**src/rtl/bitwise_pkg.sv**
```systemverilog
// bitwise_pkg: op encodings shared by the bitwise ALU pipeline.
package bitwise_pkg;

   typedef enum logic [2:0] {
      OP_AND  = 3'b000,
      OP_OR   = 3'b001,
      OP_XOR  = 3'b010,
      OP_NAND = 3'b011,
      OP_NOR  = 3'b100,
      OP_XNOR = 3'b101,
      OP_NOTA = 3'b110,
      OP_ACC  = 3'b111
   } op_e;

endpackage

```
**src/rtl/bitwise_core.sv**
```systemverilog
// bitwise_core: combinational op evaluation and result flags.
// Popcount logic exists only when BITWISE_ALU_POPCNT_EN is defined.
module bitwise_core
   import bitwise_pkg::*;
#(
   parameter int WIDTH = 8,
   parameter int CNT_W = $clog2(WIDTH + 1)
) (
   input  logic [WIDTH-1:0] a,
   input  logic [WIDTH-1:0] b,
   input  op_e              op,
   input  logic [WIDTH-1:0] acc,
   output logic [WIDTH-1:0] result,
   output logic             zero,
   output logic             parity,
   output logic [CNT_W-1:0] popcnt
);

   always_comb begin
      result = '0;
      unique case (op)
         OP_AND:  result = a & b;
         OP_OR:   result = a | b;
         OP_XOR:  result = a ^ b;
         OP_NAND: result = ~(a & b);
         OP_NOR:  result = ~(a | b);
         OP_XNOR: result = ~(a ^ b);
         OP_NOTA: result = ~a;
         OP_ACC:  result = acc ^ a;
      endcase
   end

   assign zero   = (result == '0);
   assign parity = ^result;

`ifdef BITWISE_ALU_POPCNT_EN
   always_comb begin
      popcnt = '0;
      for (int i = 0; i < WIDTH; i++) begin
         popcnt = popcnt + CNT_W'(result[i]);
      end
   end
`else
   assign popcnt = '0;
`endif

endmodule

```
**src/rtl/bitwise_alu.sv**
```systemverilog
// bitwise_alu: two-stage valid/ready bitwise ALU with XOR accumulator.
// popcnt is live only when BITWISE_ALU_POPCNT_EN is defined.
module bitwise_alu
   import bitwise_pkg::*;
#(
   parameter  int WIDTH = 8,
   localparam int CNT_W = $clog2(WIDTH + 1)
) (
   input  logic             clk,
   input  logic             rst,
   input  logic             in_valid,
   output logic             in_ready,
   input  logic [WIDTH-1:0] a,
   input  logic [WIDTH-1:0] b,
   input  logic [2:0]       op,
   input  logic             acc_clr,
   output logic             out_valid,
   input  logic             out_ready,
   output logic [WIDTH-1:0] result,
   output logic             zero,
   output logic             parity,
   output logic [CNT_W-1:0] popcnt
);

   logic             r_s1_valid;
   logic [WIDTH-1:0] r_s1_a;
   logic [WIDTH-1:0] r_s1_b;
   op_e              r_s1_op;
   logic             r_out_valid;
   logic [WIDTH-1:0] r_result;
   logic             r_zero;
   logic             r_parity;
   logic [CNT_W-1:0] r_popcnt;
   logic [WIDTH-1:0] r_acc;

   logic             w_s1_en;
   logic             w_s2_en;
   logic             w_move;
   logic [WIDTH-1:0] w_acc_in;
   logic [WIDTH-1:0] w_result;
   logic             w_zero;
   logic             w_parity;
   logic [CNT_W-1:0] w_popcnt;

   assign w_s2_en  = !r_out_valid || out_ready;
   assign w_s1_en  = !r_s1_valid || w_s2_en;
   assign w_move   = w_s2_en && r_s1_valid;
   // A clear in the same cycle as the move is seen before the XOR.
   assign w_acc_in = acc_clr ? '0 : r_acc;

   bitwise_core #(
      .WIDTH (WIDTH),
      .CNT_W (CNT_W)
   ) u_core (
      .a      (r_s1_a),
      .b      (r_s1_b),
      .op     (r_s1_op),
      .acc    (w_acc_in),
      .result (w_result),
      .zero   (w_zero),
      .parity (w_parity),
      .popcnt (w_popcnt)
   );

   always_ff @(posedge clk) begin
      if (rst) begin
         r_s1_valid <= 1'b0;
      end else if (w_s1_en) begin
         r_s1_valid <= in_valid;
         if (in_valid) begin
            r_s1_a  <= a;
            r_s1_b  <= b;
            r_s1_op <= op_e'(op);
         end
      end
   end

   always_ff @(posedge clk) begin
      if (rst) begin
         r_out_valid <= 1'b0;
         r_result    <= '0;
         r_zero      <= 1'b0;
         r_parity    <= 1'b0;
         r_popcnt    <= '0;
      end else if (w_s2_en) begin
         r_out_valid <= r_s1_valid;
         if (r_s1_valid) begin
            r_result <= w_result;
            r_zero   <= w_zero;
            r_parity <= w_parity;
            r_popcnt <= w_popcnt;
         end
      end
   end

   always_ff @(posedge clk) begin
      if (rst) begin
         r_acc <= '0;
      end else if (w_move && r_s1_op == OP_ACC) begin
         r_acc <= w_result;
      end else if (acc_clr) begin
         r_acc <= '0;
      end
   end

   assign in_ready  = w_s1_en;
   assign out_valid = r_out_valid;
   assign result    = r_result;
   assign zero      = r_zero;
   assign parity    = r_parity;
   assign popcnt    = r_popcnt;

endmodule

```
**config.mk**
```make
export PLATFORM = sky130hd
export DESIGN_NAME = bitwise_alu
export DESIGN_NICKNAME = d
export VERILOG_FILES = /design/src/rtl/bitwise_pkg.sv /design/src/rtl/bitwise_core.sv /design/src/rtl/bitwise_alu.sv
export SDC_FILE = /design/constraint.sdc
export NUM_CORES = 1
export LEC_CHECK = 0
export ABC_AREA = 1
export BUFFER_PORTS_ARGS = -buffer_cell sky130_fd_sc_hd__clkbuf_2
export CAP_MARGIN = 20
export CORE_ASPECT_RATIO = 0.8
export CORE_UTILIZATION = 35
export CTS_CLUSTER_DIAMETER = 80
export DETAILED_ROUTE_END_ITERATION = 10
export HOLD_SLACK_MARGIN = 0.05
export PLACE_DENSITY = 0.61
export SYNTH_ARGS = -nofsm -noshare
export SYNTH_HDL_FRONTEND = slang
export SYNTH_SLANG_ARGS = --single-unit
```
**constraint.sdc**
```tcl
create_clock -name clk -period 2 [get_ports clk]
set_clock_uncertainty 0.1 [all_clocks]
set_input_delay 0.2 -clock clk [delete_from_list [all_inputs] [get_ports clk]]
set_output_delay 0.2 -clock clk [all_outputs]
set_load 0.02 [all_outputs]
```
# Word-level counts from Yosys, hierarchy flattened
# Index checks and enable logic that the tools add are counted.
# word_totals
reg_bits	39
input_bits	24
elab_cells	39
# classes
eq_ne	7
n_mux	3
bitwise	9
n_reduce_logical	11
# ops
cell	count
one-hot mux 8 bit (8 select lines)	1
NOT 8 bit	4
two-way mux 8 bit	2
bitwise XOR 8 bit	2
equality test 3 bit (second input constant)	4
bitwise AND 8 bit	1
zero test 8 bit	1
OR 8 bit	1
XOR reduction 8 bit	1
equality test 3 x 2 -> 1 bit (second input constant)	2
equality test 3 x 1 -> 1 bit (second input constant)	1
zero test 3 bit	1
AND reduction 3 bit	1
logical AND 1 bit	2
zero test 1 bit	2
logical OR 1 bit	2
AND reduction 2 bit	1
NOT 1 bit	1

# Longest topological paths before layout
# depth
depth_word	5
mapped_depth	13

# Hierarchy
# From an unflattened synthesis, not the netlist that was laid out.
# hier_totals
hier_cells	412
area_unflattened_um2	2980.4
# modules_own_cells
mod	n_inst	cells_per_inst	area_per_inst_um2
bitwise_alu	1	160	1686.6
bitwise_core	1	252	1293.7

# Worst setup path after synthesis
# No wires, ideal clock.
# synth_path
path_type	register to register
startpoint	register r_s1_op[1]
endpoint	register r_parity, in the netlist parity
arrival_time_ps	1985
required_ps	1784
slack_ps	-201
stages_incl_launch_ff	13
n_path_buf	1
period_less_slack_ps	2201
cell_sequence	edfxtp_1 -> buf_4 -> nor2_1 -> nand3_1 -> nand2_1 -> nor2_1 -> nand3_1 -> inv_1 -> ha_1 -> xor2_1 -> xnor2_1 -> o21ai_0 -> inv_1
# synth_between
elab_chain_len	3
word_cells_on_any_way	10
# synth_lines
element	line	rtl
start, declared	bitwise_alu.sv:28	op_e r_s1_op;
start signal, assigned	bitwise_alu.sv:73	r_s1_op <= op_e'(op);
equality test 3 bit (tied with other cells)	bitwise_core.sv:21	unique case (op)
one-hot mux 8 bit (8 select lines) *	bitwise_core.sv:21	
XOR reduction 8 bit *	bitwise_core.sv:34	assign parity = ^result;
end signal, assigned	bitwise_alu.sv:90	r_parity <= w_parity;
end, declared	bitwise_alu.sv:32	logic r_parity;
# Mark *: on every way between the ends. The rest lies on a longest branch, timed or not.
# A chain may end at the register's enable or synchronous reset.

# Worst setup path after layout
# Ends and elaborated chain as after synthesis.

==> results_dict.tcl <==
set metrics [dict create \
    outcome "complete, but fails checks" \
    violations "setup timing" \
    grt_overflow 0 \
    pwr-share-comb 0.269 \
    dr.pass1.iters 4 \
    cp.arrival_ns 2.28 \
    cts_tree "yes" \
    die_y_um 78.2 \
    detailed_place_hpwl_um 4770 \
    drt_wl_total_um 7020 \
    yosysMostFrequentCell "nor2_1" \
    crit_fanout 8 \
    layout.cells.non_filler 551 \
    antenna_found_initial 0 \
    clock_path_buffers 2 \
    register_area_sq_um 971 \
    fin_tns_setup_ns -0.367 \
    drc_errors 0 \
    max_stage_delay_ns 0.43 \
    nNetsFinal 507 \
    antenna_cells 0 \
    setup_violations 3 \
    ys_warn_count 0 \
    syn_to_final_growth_pct 51.7 \
    fill_cells 635 \
    clk_pin_slew_worst_paths_ns 0.09 \
    die-width_um 97.3 \
    grt_max_degree 20 \
    clock.fmax_mhz 459 \
    drt_iter0_drc 133 \
    seq_power_share 0.431 \
    crit_chain "buf_6 -> nor2_4 -> clkbuf_16 -> nand3_1 -> nand2_1 -> nor2_1 -> nand3_1 -> inv_2 -> ha_4 -> xnor2_2 -> xnor2_1 -> o21ai_1 -> inv_1" \
    switching_share 0.294 \
    finalHoldViolations 0 \
    maxSlewViolCount 0 \
    drive_above_1_share 0.330 \
    grt_pass1_vias 2475 \
    dieArea_sq_um 7610 \
    ys_seq_area_frac 0.382 \
    vias_per_cell 4.79 \
    endpoint_kind "register" \
    fin_crit_ns 2.18 \
    multi_input_area_sq_um 1470 \
    ir_worst_vdd_v 0.000295 \
    core_area_sq_um 6960 \
    insertion_delay_ns 0.31 \
    initial_core_util 0.365 \
    syn_area_per_cell_sq_um 7.14 \
    synth_ff_type "dfxtp_1" \
    synth-edff-count 19 \
    ys_seq_elements 39 \
    cts_sinks 39 \
    cpMostUsedCell "nand3_1" \
    synth_common_cells "75 x nor2_1, 62 x inv_1, 51 x nand2_1" \
    p_int_w 0.00147 \
    synthCells 356 \
    path_class "register to register" \
    netlist_area_sq_um 2540 \
    power.leakage_nw 1.85 \
    row_count 27 \
    grt_setup_unrepaired "yes" \
    htree_levels 2 \
    io_buffers 35 \
    ys_types 22 \
    hold_path_class "input port to register" \
    cts_buffers 5 \
    ff2ff_setup_slack_ns -0.18 \
    synth.top_cells.by_area "edfxtp_1 22%, dfxtp_1 16%, nor2_1 11%, ha_1 9.8%, inv_1 9.2%" \
    power.density_nw_per_um2 540 \
    grt_usage 0.182 \
    async_flop_share 0 \
    dp.cells 502 \
    antenna_left 0 \
    slowest_stage "edfxtp_1" \
    synth_top_cell_by_area "edfxtp_1" \
    clkPwrFrac 0.299 \
    routedWlPerCell_um 12.7 \
    ios 40 \
    critPathRequiredTime_ns 2.11 \
    fin_crit_sh 1.09 \
    fin_ws_ns -0.177 \
    cp-start-kind "register" \
    maxCapViolCount 0 \
    p_switching_w 0.000612 \
    dr_total_vias 2642 \
    place_congestion 0.872 \
    synth_top_area_frac 0.225 \
    grt_first_pass_wirelength_um 11100 \
    cts_root_buffer "clkbuf_8" \
]
sequential cells by signal, summed over array words and instances, names as in the netlist:
signal / flops
r_s1_valid: 1
result: 8
zero: 1
r_s1_a: 8
parity: 1
out_valid: 1
r_s1_b: 8
r_s1_op: 3
r_acc: 8
path summary, 6_finish.rpt:
path              cells past startpoint              startpoint                      to
setup / recovery                     13    r_s1_op[1]$_DFFE_PP_     parity$_SDFFE_PP0P_
hold / removal                        4               out_ready  out_valid$_SDFFE_PP0N_
setup reg to reg                     13    r_s1_op[1]$_DFFE_PP_     parity$_SDFFE_PP0P_
hold reg to reg                       2  out_valid$_SDFFE_PP0N_  out_valid$_SDFFE_PP0N_
routing by layer:
metal | vias to the layer above | global-route usage | routed length, um
met2 | 69 | 0.318 | 3360
met1 | 1214 | 0.222 | 3160
met4 | 0 | 0.0691 | 185
met3 | 20 | 0.0401 | 304
li1 | 1339 | - | -
met5 | - | 0 | 0
logic make-up (layout without fill, tap and decap cells):
kind of cell / after synthesis / count (layout) / share of synthesized area
adders and majority gates: 20 / 20 / 0.0985
AOI/OAI and AO/OA: 21 / 21 / 0.0414
and+or+nand+nor: 191 / 191 / 0.337
buffers and inverters: 81 / 186 / 0.129
other: 1 / 4 / 0.00148
DFF: 39 / 39 / 0.382
xor gates and xnor gates: 3 / 3 / 0.0103
final cells by class:
cell class | instances | area share
multi-input cells | 239 | 0.382
flip-flops and latches | 39 | 0.252
well taps | 87 | 0.0282
clock inverters | 2 | 0.00227
inverters | 65 | 0.0652
clock buffers | 6 | 0.0243
repair buffers | 113 | 0.246
cells in the final DEF (no fill, tap or decap), types with 2 or more instances in the layout:
master,count
nand4_1,17
buf_4,40
nor2_4,4
buf_6,9
buf_12,6
nor2_1,67
dfxtp_1,20
clkbuf_16,2
clkbuf_8,5
edfxtp_1,19
nor2_2,7
ha_1,15
clkbuf_2,35
o21ai_0,18
inv_1,53
nand3_1,26
a21oi_1,2
ha_4,5
nand3_2,15
inv_2,10
nand2_1,46
nand2_2,4
conb_1,4
dlygate4sd3_1,21
timing repair:
| action | CTS | global route |
|---|---|---|
| pin swaps | 3 | 24 |
| hold buffers | 21 | 0 |
| gates cloned | 0 | 1 |
| setup endpoints to repair | 1 | 4 |
| setup buffers | 10 | 10 |
| resized for setup | 3 | 56 |
| hold endpoints to repair | 21 | 0 |
metrics by stage:
| step | instance area, sq um | worst slack, ns | hold WS, ns | total power, W | utilization |
|---|---|---|---|---|---|
| final | 3850 | -0.177 | 0.0796 | 0.00208 | 0.554 |
| after global routing | 3850 | -0.263 | 0.122 | 0.00218 | 0.554 |
| after CTS | 3500 | -0.159 | 0.0723 | 0.00199 | 0.503 |
| after detailed placement | 3100 | -0.298 | 0.279 | 0.00132 | 0.445 |
| after global placement | 3100 | -0.227 | 0.276 | 0.00131 | 0.445 |
| after floorplan | 2590 | -0.0825 | 0.169 | 0.00116 | - |
power groups by stage:
stage / sequential, W / clock [W] / combinational [W]
2_1_floorplan: 0.000936 / 0 / 0.000228
3_5_place_dp: 0.000921 / 0 / 0.000403
6_report: 0.000898 / 0.000623 / 0.000561
3_3_place_gp: 0.000919 / 0 / 0.000390
4_1_cts: 0.000898 / 0.000634 / 0.000461
5_1_grt: 0.000902 / 0.000659 / 0.000617
worst max-delay path, delay by kind of cell (launching register included):
kind,cells,cell delay [ns]
XOR/XNOR,2,0.26
AND/OR/NAND/NOR,5,0.50
flip-flops,1,0.43
adder cells (fa/ha/maj),1,0.22
buffers and inverters,4,0.44
AO/OA/AOI/OAI,1,0.12
Note: power is estimated with default switching activity, not from simulation.
